<file path="config.mk">
export PLATFORM = sky130hd
export DESIGN_NAME = pipe_stage_skid_flat
export DESIGN_NICKNAME = d
export VERILOG_FILES = /design/src/rtl/pipe_stage_skid_if.sv /design/src/rtl/pipe_stage_skid.sv /design/src/flat_wrapper.sv
export SDC_FILE = /design/constraint.sdc
export NUM_CORES = 1
export LEC_CHECK = 0
export ABC_AREA = 0
export ABC_CLOCK_PERIOD_IN_PS = 2150
export CAP_MARGIN = 30
export CORE_UTILIZATION = 50
export CTS_CLUSTER_DIAMETER = 100
export DETAILED_ROUTE_END_ITERATION = 10
export GPL_ROUTABILITY_DRIVEN = 0
export MAX_ROUTING_LAYER = met4
export PLACE_DENSITY = 0.8
export REMOVE_ABC_BUFFERS = 1
export SLEW_MARGIN = 20
export SYNTH_ARGS = -nofsm -noshare
export SYNTH_HDL_FRONTEND = slang
export SYNTH_SLANG_ARGS = --single-unit
</file>
<file path="constraint.sdc">
create_clock -name clk -period 2.15 [get_ports clk]
set_input_delay 0.215 -clock clk [delete_from_list [all_inputs] [get_ports clk]]
set_output_delay 0.215 -clock clk [all_outputs]
set_load 0.1 [all_outputs]
</file>
<file path="src/rtl/pipe_stage_skid_if.sv">
// Handshake bundle between two pipeline stages wrapped around pipe_stage_skid.
// The stage itself takes the slave view; the surrounding logic takes the master view.
interface pipe_stage_skid_if #(
   parameter int DATA_W = 32,
   parameter int CTRL_W = 8
);
   logic              flush;
   logic              in_valid;
   logic              in_ready;
   logic [DATA_W-1:0] in_data;
   logic [CTRL_W-1:0] in_ctrl;
   logic              out_valid;
   logic              out_ready;
   logic [DATA_W-1:0] out_data;
   logic [CTRL_W-1:0] out_ctrl;

   modport master (
      output flush, in_valid, in_data, in_ctrl, out_ready,
      input  in_ready, out_valid, out_data, out_ctrl
   );

   modport slave (
      input  flush, in_valid, in_data, in_ctrl, out_ready,
      output in_ready, out_valid, out_data, out_ctrl
   );
endinterface

</file>
<file path="src/rtl/pipe_stage_skid.sv">
// Generic pipeline stage register with a 2-entry skid buffer, flush and bubble gating.
// Optional saturating back-pressure counter enabled by the PIPE_STALL_CNT_EN macro.

// Invariant monitor for the stage outputs, sampled away from the active edge.
module pipe_stage_skid_chk #(
   parameter int CTRL_W = 8
) (
   input logic              clk,
   input logic              rst,
   input logic              in_ready,
   input logic              out_valid,
   input logic [CTRL_W-1:0] out_ctrl
);
   // A bubble never carries control, and a blocked input implies a held head beat.
   always @(negedge clk) begin
      if (rst) begin
         assert (out_valid || (out_ctrl == {CTRL_W{1'b0}}));
         assert (out_valid || in_ready);
      end
   end
endmodule

module pipe_stage_skid #(
   parameter int DATA_W = 32,
   parameter int CTRL_W = 8
`ifdef PIPE_STALL_CNT_EN
   ,
   parameter int CNT_W  = 16
`endif
) (
   input  logic              clk,
   input  logic              rst,
   pipe_stage_skid_if.slave  bus
`ifdef PIPE_STALL_CNT_EN
   ,
   output logic [CNT_W-1:0]  stall_cnt
`endif
);

   typedef enum logic [1:0] {
      EMPTY = 2'd0,
      FULL  = 2'd1,
      SKID  = 2'd2
   } state_t;

   state_t            state_r;
   state_t            state_s;
   logic [DATA_W-1:0] main_data_r;
   logic [DATA_W-1:0] main_data_s;
   logic [CTRL_W-1:0] main_ctrl_r;
   logic [CTRL_W-1:0] main_ctrl_s;
   logic [DATA_W-1:0] skid_data_r;
   logic [DATA_W-1:0] skid_data_s;
   logic [CTRL_W-1:0] skid_ctrl_r;
   logic [CTRL_W-1:0] skid_ctrl_s;
   logic              in_ready_r;
   logic              in_ready_s;
   logic              out_valid_r;
   logic              out_valid_s;
   logic              acc_s;
   logic              dlv_s;

   assign acc_s = bus.in_valid & in_ready_r;
   assign dlv_s = out_valid_r & bus.out_ready;

   // Next-state and storage update; main_ctrl is zeroed whenever the stage goes empty.
   always_comb begin
      state_s     = state_r;
      main_data_s = main_data_r;
      main_ctrl_s = main_ctrl_r;
      skid_data_s = skid_data_r;
      skid_ctrl_s = skid_ctrl_r;
      if (bus.flush) begin
         state_s     = EMPTY;
         main_ctrl_s = {CTRL_W{1'b0}};
         skid_ctrl_s = {CTRL_W{1'b0}};
      end else begin
         case (state_r)
            EMPTY: begin
               if (acc_s) begin
                  main_data_s = bus.in_data;
                  main_ctrl_s = bus.in_ctrl;
                  state_s     = FULL;
               end else begin
                  state_s     = EMPTY;
               end
            end
            FULL: begin
               if (acc_s && dlv_s) begin
                  main_data_s = bus.in_data;
                  main_ctrl_s = bus.in_ctrl;
                  state_s     = FULL;
               end else if (dlv_s) begin
                  main_ctrl_s = {CTRL_W{1'b0}};
                  state_s     = EMPTY;
               end else if (acc_s) begin
                  skid_data_s = bus.in_data;
                  skid_ctrl_s = bus.in_ctrl;
                  state_s     = SKID;
               end else begin
                  state_s     = FULL;
               end
            end
            SKID: begin
               if (dlv_s) begin
                  main_data_s = skid_data_r;
                  main_ctrl_s = skid_ctrl_r;
                  skid_ctrl_s = {CTRL_W{1'b0}};
                  state_s     = FULL;
               end else begin
                  state_s     = SKID;
               end
            end
            default: begin
               main_ctrl_s = {CTRL_W{1'b0}};
               skid_ctrl_s = {CTRL_W{1'b0}};
               state_s     = EMPTY;
            end
         endcase
      end
      in_ready_s  = (state_s != SKID);
      out_valid_s = (state_s != EMPTY);
   end

   // State and payload registers; handshake outputs come straight from flops.
   always_ff @(posedge clk or negedge rst) begin
      if (!rst) begin
         state_r     <= EMPTY;
         main_data_r <= {DATA_W{1'b0}};
         main_ctrl_r <= {CTRL_W{1'b0}};
         skid_data_r <= {DATA_W{1'b0}};
         skid_ctrl_r <= {CTRL_W{1'b0}};
         in_ready_r  <= 1'b1;
         out_valid_r <= 1'b0;
      end else begin
         state_r     <= state_s;
         main_data_r <= main_data_s;
         main_ctrl_r <= main_ctrl_s;
         skid_data_r <= skid_data_s;
         skid_ctrl_r <= skid_ctrl_s;
         in_ready_r  <= in_ready_s;
         out_valid_r <= out_valid_s;
      end
   end

   assign bus.in_ready  = in_ready_r;
   assign bus.out_valid = out_valid_r;
   assign bus.out_data  = main_data_r;
   assign bus.out_ctrl  = main_ctrl_r;

`ifdef PIPE_STALL_CNT_EN
   logic [CNT_W-1:0] stall_cnt_r;

   // Saturating count of cycles a held beat is refused downstream; flush leaves it alone.
   always_ff @(posedge clk or negedge rst) begin
      if (!rst) begin
         stall_cnt_r <= {CNT_W{1'b0}};
      end else if (out_valid_r && !bus.out_ready && (stall_cnt_r != {CNT_W{1'b1}})) begin
         stall_cnt_r <= stall_cnt_r + {{(CNT_W-1){1'b0}}, 1'b1};
      end else begin
         stall_cnt_r <= stall_cnt_r;
      end
   end

   assign stall_cnt = stall_cnt_r;
`endif

   pipe_stage_skid_chk #(.CTRL_W(CTRL_W)) u_chk (
      .clk       (clk),
      .rst       (rst),
      .in_ready  (in_ready_r),
      .out_valid (out_valid_r),
      .out_ctrl  (main_ctrl_r)
   );

endmodule

</file>
<file path="src/flat_wrapper.sv">
// flat-port wrapper written by rule: the top's interface ports become plain ports
module pipe_stage_skid_flat 
#(
   parameter int DATA_W = 32,
   parameter int CTRL_W = 8

)
  (clk, rst, bus_flush, bus_in_valid, bus_in_data, bus_in_ctrl, bus_out_ready, bus_in_ready, bus_out_valid, bus_out_data, bus_out_ctrl);
  pipe_stage_skid_if #(.DATA_W(DATA_W), .CTRL_W(CTRL_W)) bus_i ();
  input  logic clk;
  input  logic rst;
  input wire logic [$bits(bus_i.flush)-1:0] bus_flush;
  input wire logic [$bits(bus_i.in_valid)-1:0] bus_in_valid;
  input wire logic [$bits(bus_i.in_data)-1:0] bus_in_data;
  input wire logic [$bits(bus_i.in_ctrl)-1:0] bus_in_ctrl;
  input wire logic [$bits(bus_i.out_ready)-1:0] bus_out_ready;
  output wire logic [$bits(bus_i.in_ready)-1:0] bus_in_ready;
  output wire logic [$bits(bus_i.out_valid)-1:0] bus_out_valid;
  output wire logic [$bits(bus_i.out_data)-1:0] bus_out_data;
  output wire logic [$bits(bus_i.out_ctrl)-1:0] bus_out_ctrl;
  assign bus_i.flush = bus_flush;
  assign bus_i.in_valid = bus_in_valid;
  assign bus_i.in_data = bus_in_data;
  assign bus_i.in_ctrl = bus_in_ctrl;
  assign bus_i.out_ready = bus_out_ready;
  assign bus_in_ready = bus_i.in_ready;
  assign bus_out_valid = bus_i.out_valid;
  assign bus_out_data = bus_i.out_data;
  assign bus_out_ctrl = bus_i.out_ctrl;
  pipe_stage_skid #(.DATA_W(DATA_W), .CTRL_W(CTRL_W)) u_core (.clk(clk), .rst(rst), .bus(bus_i));
endmodule
</file>
==> impl_metrics.env <==
export IMPL_worst_path_max_fanout=9
export IMPL_wl_mm=8.524
export IMPL_cp_end_kind="flip-flop"
export IMPL_yosysUniqueCellTypes=31
export IMPL_cts_clk_slew_worst_paths_ns=0.08
export IMPL_gr_total_overflow=0
export IMPL_drcViolationCount=0
export IMPL_die_width_um=93.98
export IMPL_min_period_ns=1.831
export IMPL_dpl_cell_count=478
export IMPL_fin_area_um2=5289
export IMPL_fill_cells=621
export IMPL_clock_fmax_mhz=546.1
export IMPL_die_h_um=93.98
export IMPL_final_layout_size_suffix_gt1_frac=0.4179
export IMPL_final_cell_mix="83 x dfrtp_1, 60 x mux2_4, 56 x buf_4"
export IMPL_grt_setup_unrepaired="false"
export IMPL_portBuffers=86
export IMPL_layout_commonest_cell="dfrtp_1"
export IMPL_synth_area_leader_cell="dfrtp_1"
export IMPL_drt_initial_drc_count=162
export IMPL_avgSynthCellArea_um2=14.54
export IMPL_synthTopCellsByArea="dfrtp_1 49%, mux2_4 21%, mux2_2 5.9%"
export IMPL_place_area_um2=5100
export IMPL_ys_ff_latch=84
export IMPL_post_route_period_util=0.8516
export IMPL_crit_required_ns=2.38
export IMPL_synthCells=291
export IMPL_cts_tree="done"
export IMPL_synth_edf_count=0
export IMPL_top_usage_layer="met2"
export IMPL_antenna_found_initial=0
export IMPL_worstHoldPathType="input pin to async pin"
export IMPL_start_kind="flip-flop"
export IMPL_num_rows=33
export IMPL_wire_per_inst_um=17.22
export IMPL_ctsRootBufferMaster="clkbuf_8"
export IMPL_outcome="completed"
export IMPL_instances_no_fill=495
export IMPL_dieArea_um2=8832
export IMPL_seq_area_frac_synth=0.4972
export IMPL_grt_total_usage=0.2178
export IMPL_grt_max_degree=49
export IMPL_maxCapViolations=0
export IMPL_firstDrtPassIters=4
export IMPL_synth_async_reset_ratio=1.000
export IMPL_hold_buffers=1
export IMPL_tightest_slew_ns=0.5392
export IMPL_ir_drop_uv=1076
export IMPL_clockBufferDepth=2
export IMPL_drtAntennaViolNets=0
export IMPL_use_met2=0.3297
export IMPL_synth_top_area_frac=0.4910
export IMPL_finClkSkew_ns=0.009684
export IMPL_grt_pass1_vias=2871
export IMPL_synthFlopType="dfrtp_1"
export IMPL_ioPinCount=87
export IMPL_power_density_nw_per_um2=1319
export IMPL_grt_pass1_wl_mm=14.21
export IMPL_insertion_delay_ns=0.35
export IMPL_hold_viol=0
export IMPL_met3_usage=0.04207
export IMPL_worst_setup_path_type="flip-flop to flip-flop"
export IMPL_cts_setup_buffers=0
export IMPL_ys_warn_count=0
export IMPL_hpwlAfterDp_mm=5.865
export IMPL_finalSetupViolations=0
export IMPL_numCtsBuffers=9
export IMPL_setup_slack_ns=0.3190
export IMPL_cts_sinks=84
export IMPL_start_util=0.5148
export IMPL_cts_resized=0
export IMPL_dp_worst_setup_slack_ns=0.1241
export IMPL_met1_usage=0.2969
export IMPL_h_tree_depth=3
export IMPL_power_leakage_nw=2.349
export IMPL_vias=2707
export IMPL_worstPathArrival_ns=2.06
export IMPL_viasPerCell=5.469
export IMPL_max_slew_margin=0.6392
export IMPL_core_um2=8217
export IMPL_slew_viol_final=0
export IMPL_area_growth_syn_to_layout_pct=25.02
export IMPL_netlist_area_um2=4230
export IMPL_diodes=0
export IMPL_nets=430
## routing by layer
layer  part of all wire  wire length (µm)
met3              0.061               518
met2               0.48              4054
met4              0.011                95
met5                  0                 0
met1               0.45              3855
## report_power, final
part | switching (W) | internal, W
combinational | 0.00226 | 0.00120
clock | 0.000531 | 0.000536
sequential | 0.000326 | 0.00212
total | 0.00312 | 0.00386
## synth_stat cells, types with 2 or more instances
master,instances
and2_1,2
o22ai_2,2
a22oi_1,7
nand2b_1,2
buf_4,3
mux2_4,60
mux2i_1,9
mux2_1,14
dfrtp_1,83
buf_1,2
xnor2_1,2
nand2_1,11
o21ai_0,8
buf_2,6
clkbuf_1,4
buf_12,6
nand4b_1,8
nor2_1,11
o32ai_1,8
a21oi_1,11
mux2_2,22
## per-stage QoR
| step | util | power, W | hold WS (ns) | TNS, ns |
|---|---|---|---|---|
| floorplan | - | 0.005120 | -0.08059 | -50.71 |
| global placement | 0.6207 | 0.005864 | 0.2043 | 0 |
| detailed placement | 0.6207 | 0.005936 | 0.2068 | 0 |
| CTS | 0.6437 | 0.007035 | 0.3664 | 0 |
| global route | 0.6437 | 0.007270 | 0.4023 | 0 |
| finish | 0.6437 | 0.006977 | 0.3611 | 0 |
## cells by family (layout without fill, tap and decap cells)
| kind of cell | after synthesis | in the layout | share of synthesized area |
|---|---|---|---|
| AOI/OAI and AO/OA | 40 | 40 | 0.06566 |
| xor gates and xnor gates | 2 | 2 | 0.004142 |
| buffers and inverters | 21 | 120 | 0.04614 |
| DFF | 84 | 84 | 0.4972 |
| muxes | 105 | 105 | 0.3301 |
| and+or+nand+nor | 39 | 39 | 0.05679 |
## path summary, 6_finish.rpt
kind                                         from                       to  slack, ns  depth (start not counted)
setup / recovery              u_core.bus.in_ready  u_core.bus.out_data[23]       0.32                          5
hold / removal                                rst   u_core.skid_data_r[24]       0.36                          2
setup reg to reg              u_core.bus.in_ready  u_core.bus.out_data[23]       0.32                          5
hold reg to reg            u_core.skid_data_r[27]   u_core.skid_data_r[27]       0.51                          1
max in group asynchronous                     rst      u_core.bus.in_ready       1.12                          3
min in group clk                  bus_in_data[15]   u_core.skid_data_r[15]       0.50                          2
## sequential cells by signal, summed over array words and instances (netlist names)
name	cells
u_core.skid_ctrl_r	8
u_core.bus.in_ready	1
u_core.state_r	2
u_core.bus.out_data	32
u_core.bus.out_valid	1
u_core.skid_data_r	32
u_core.bus.out_ctrl	8
## area by class of cell
| type | count | area (µm²) | share of cell area |
|---|---|---|---|
| repair buffers | 104 | 940.9 | 0.1779 |
| well taps | 105 | 131.4 | 0.02484 |
| clock inverters | 3 | 40.04 | 0.007570 |
| clock buffers | 13 | 138.9 | 0.02626 |
| multi-input cells | 186 | 1934 | 0.3657 |
| flip-flops and latches | 84 | 2103 | 0.3977 |
## worst max-delay path: stages (launching register included)
cell and delay (ns):
dfstp_2 0.55, nand2_1 0.07, o32a_2 0.42, nor2_8 0.12, buf_4 0.23, mux2_4 0.32
Power figures use the tool's default switching activity.
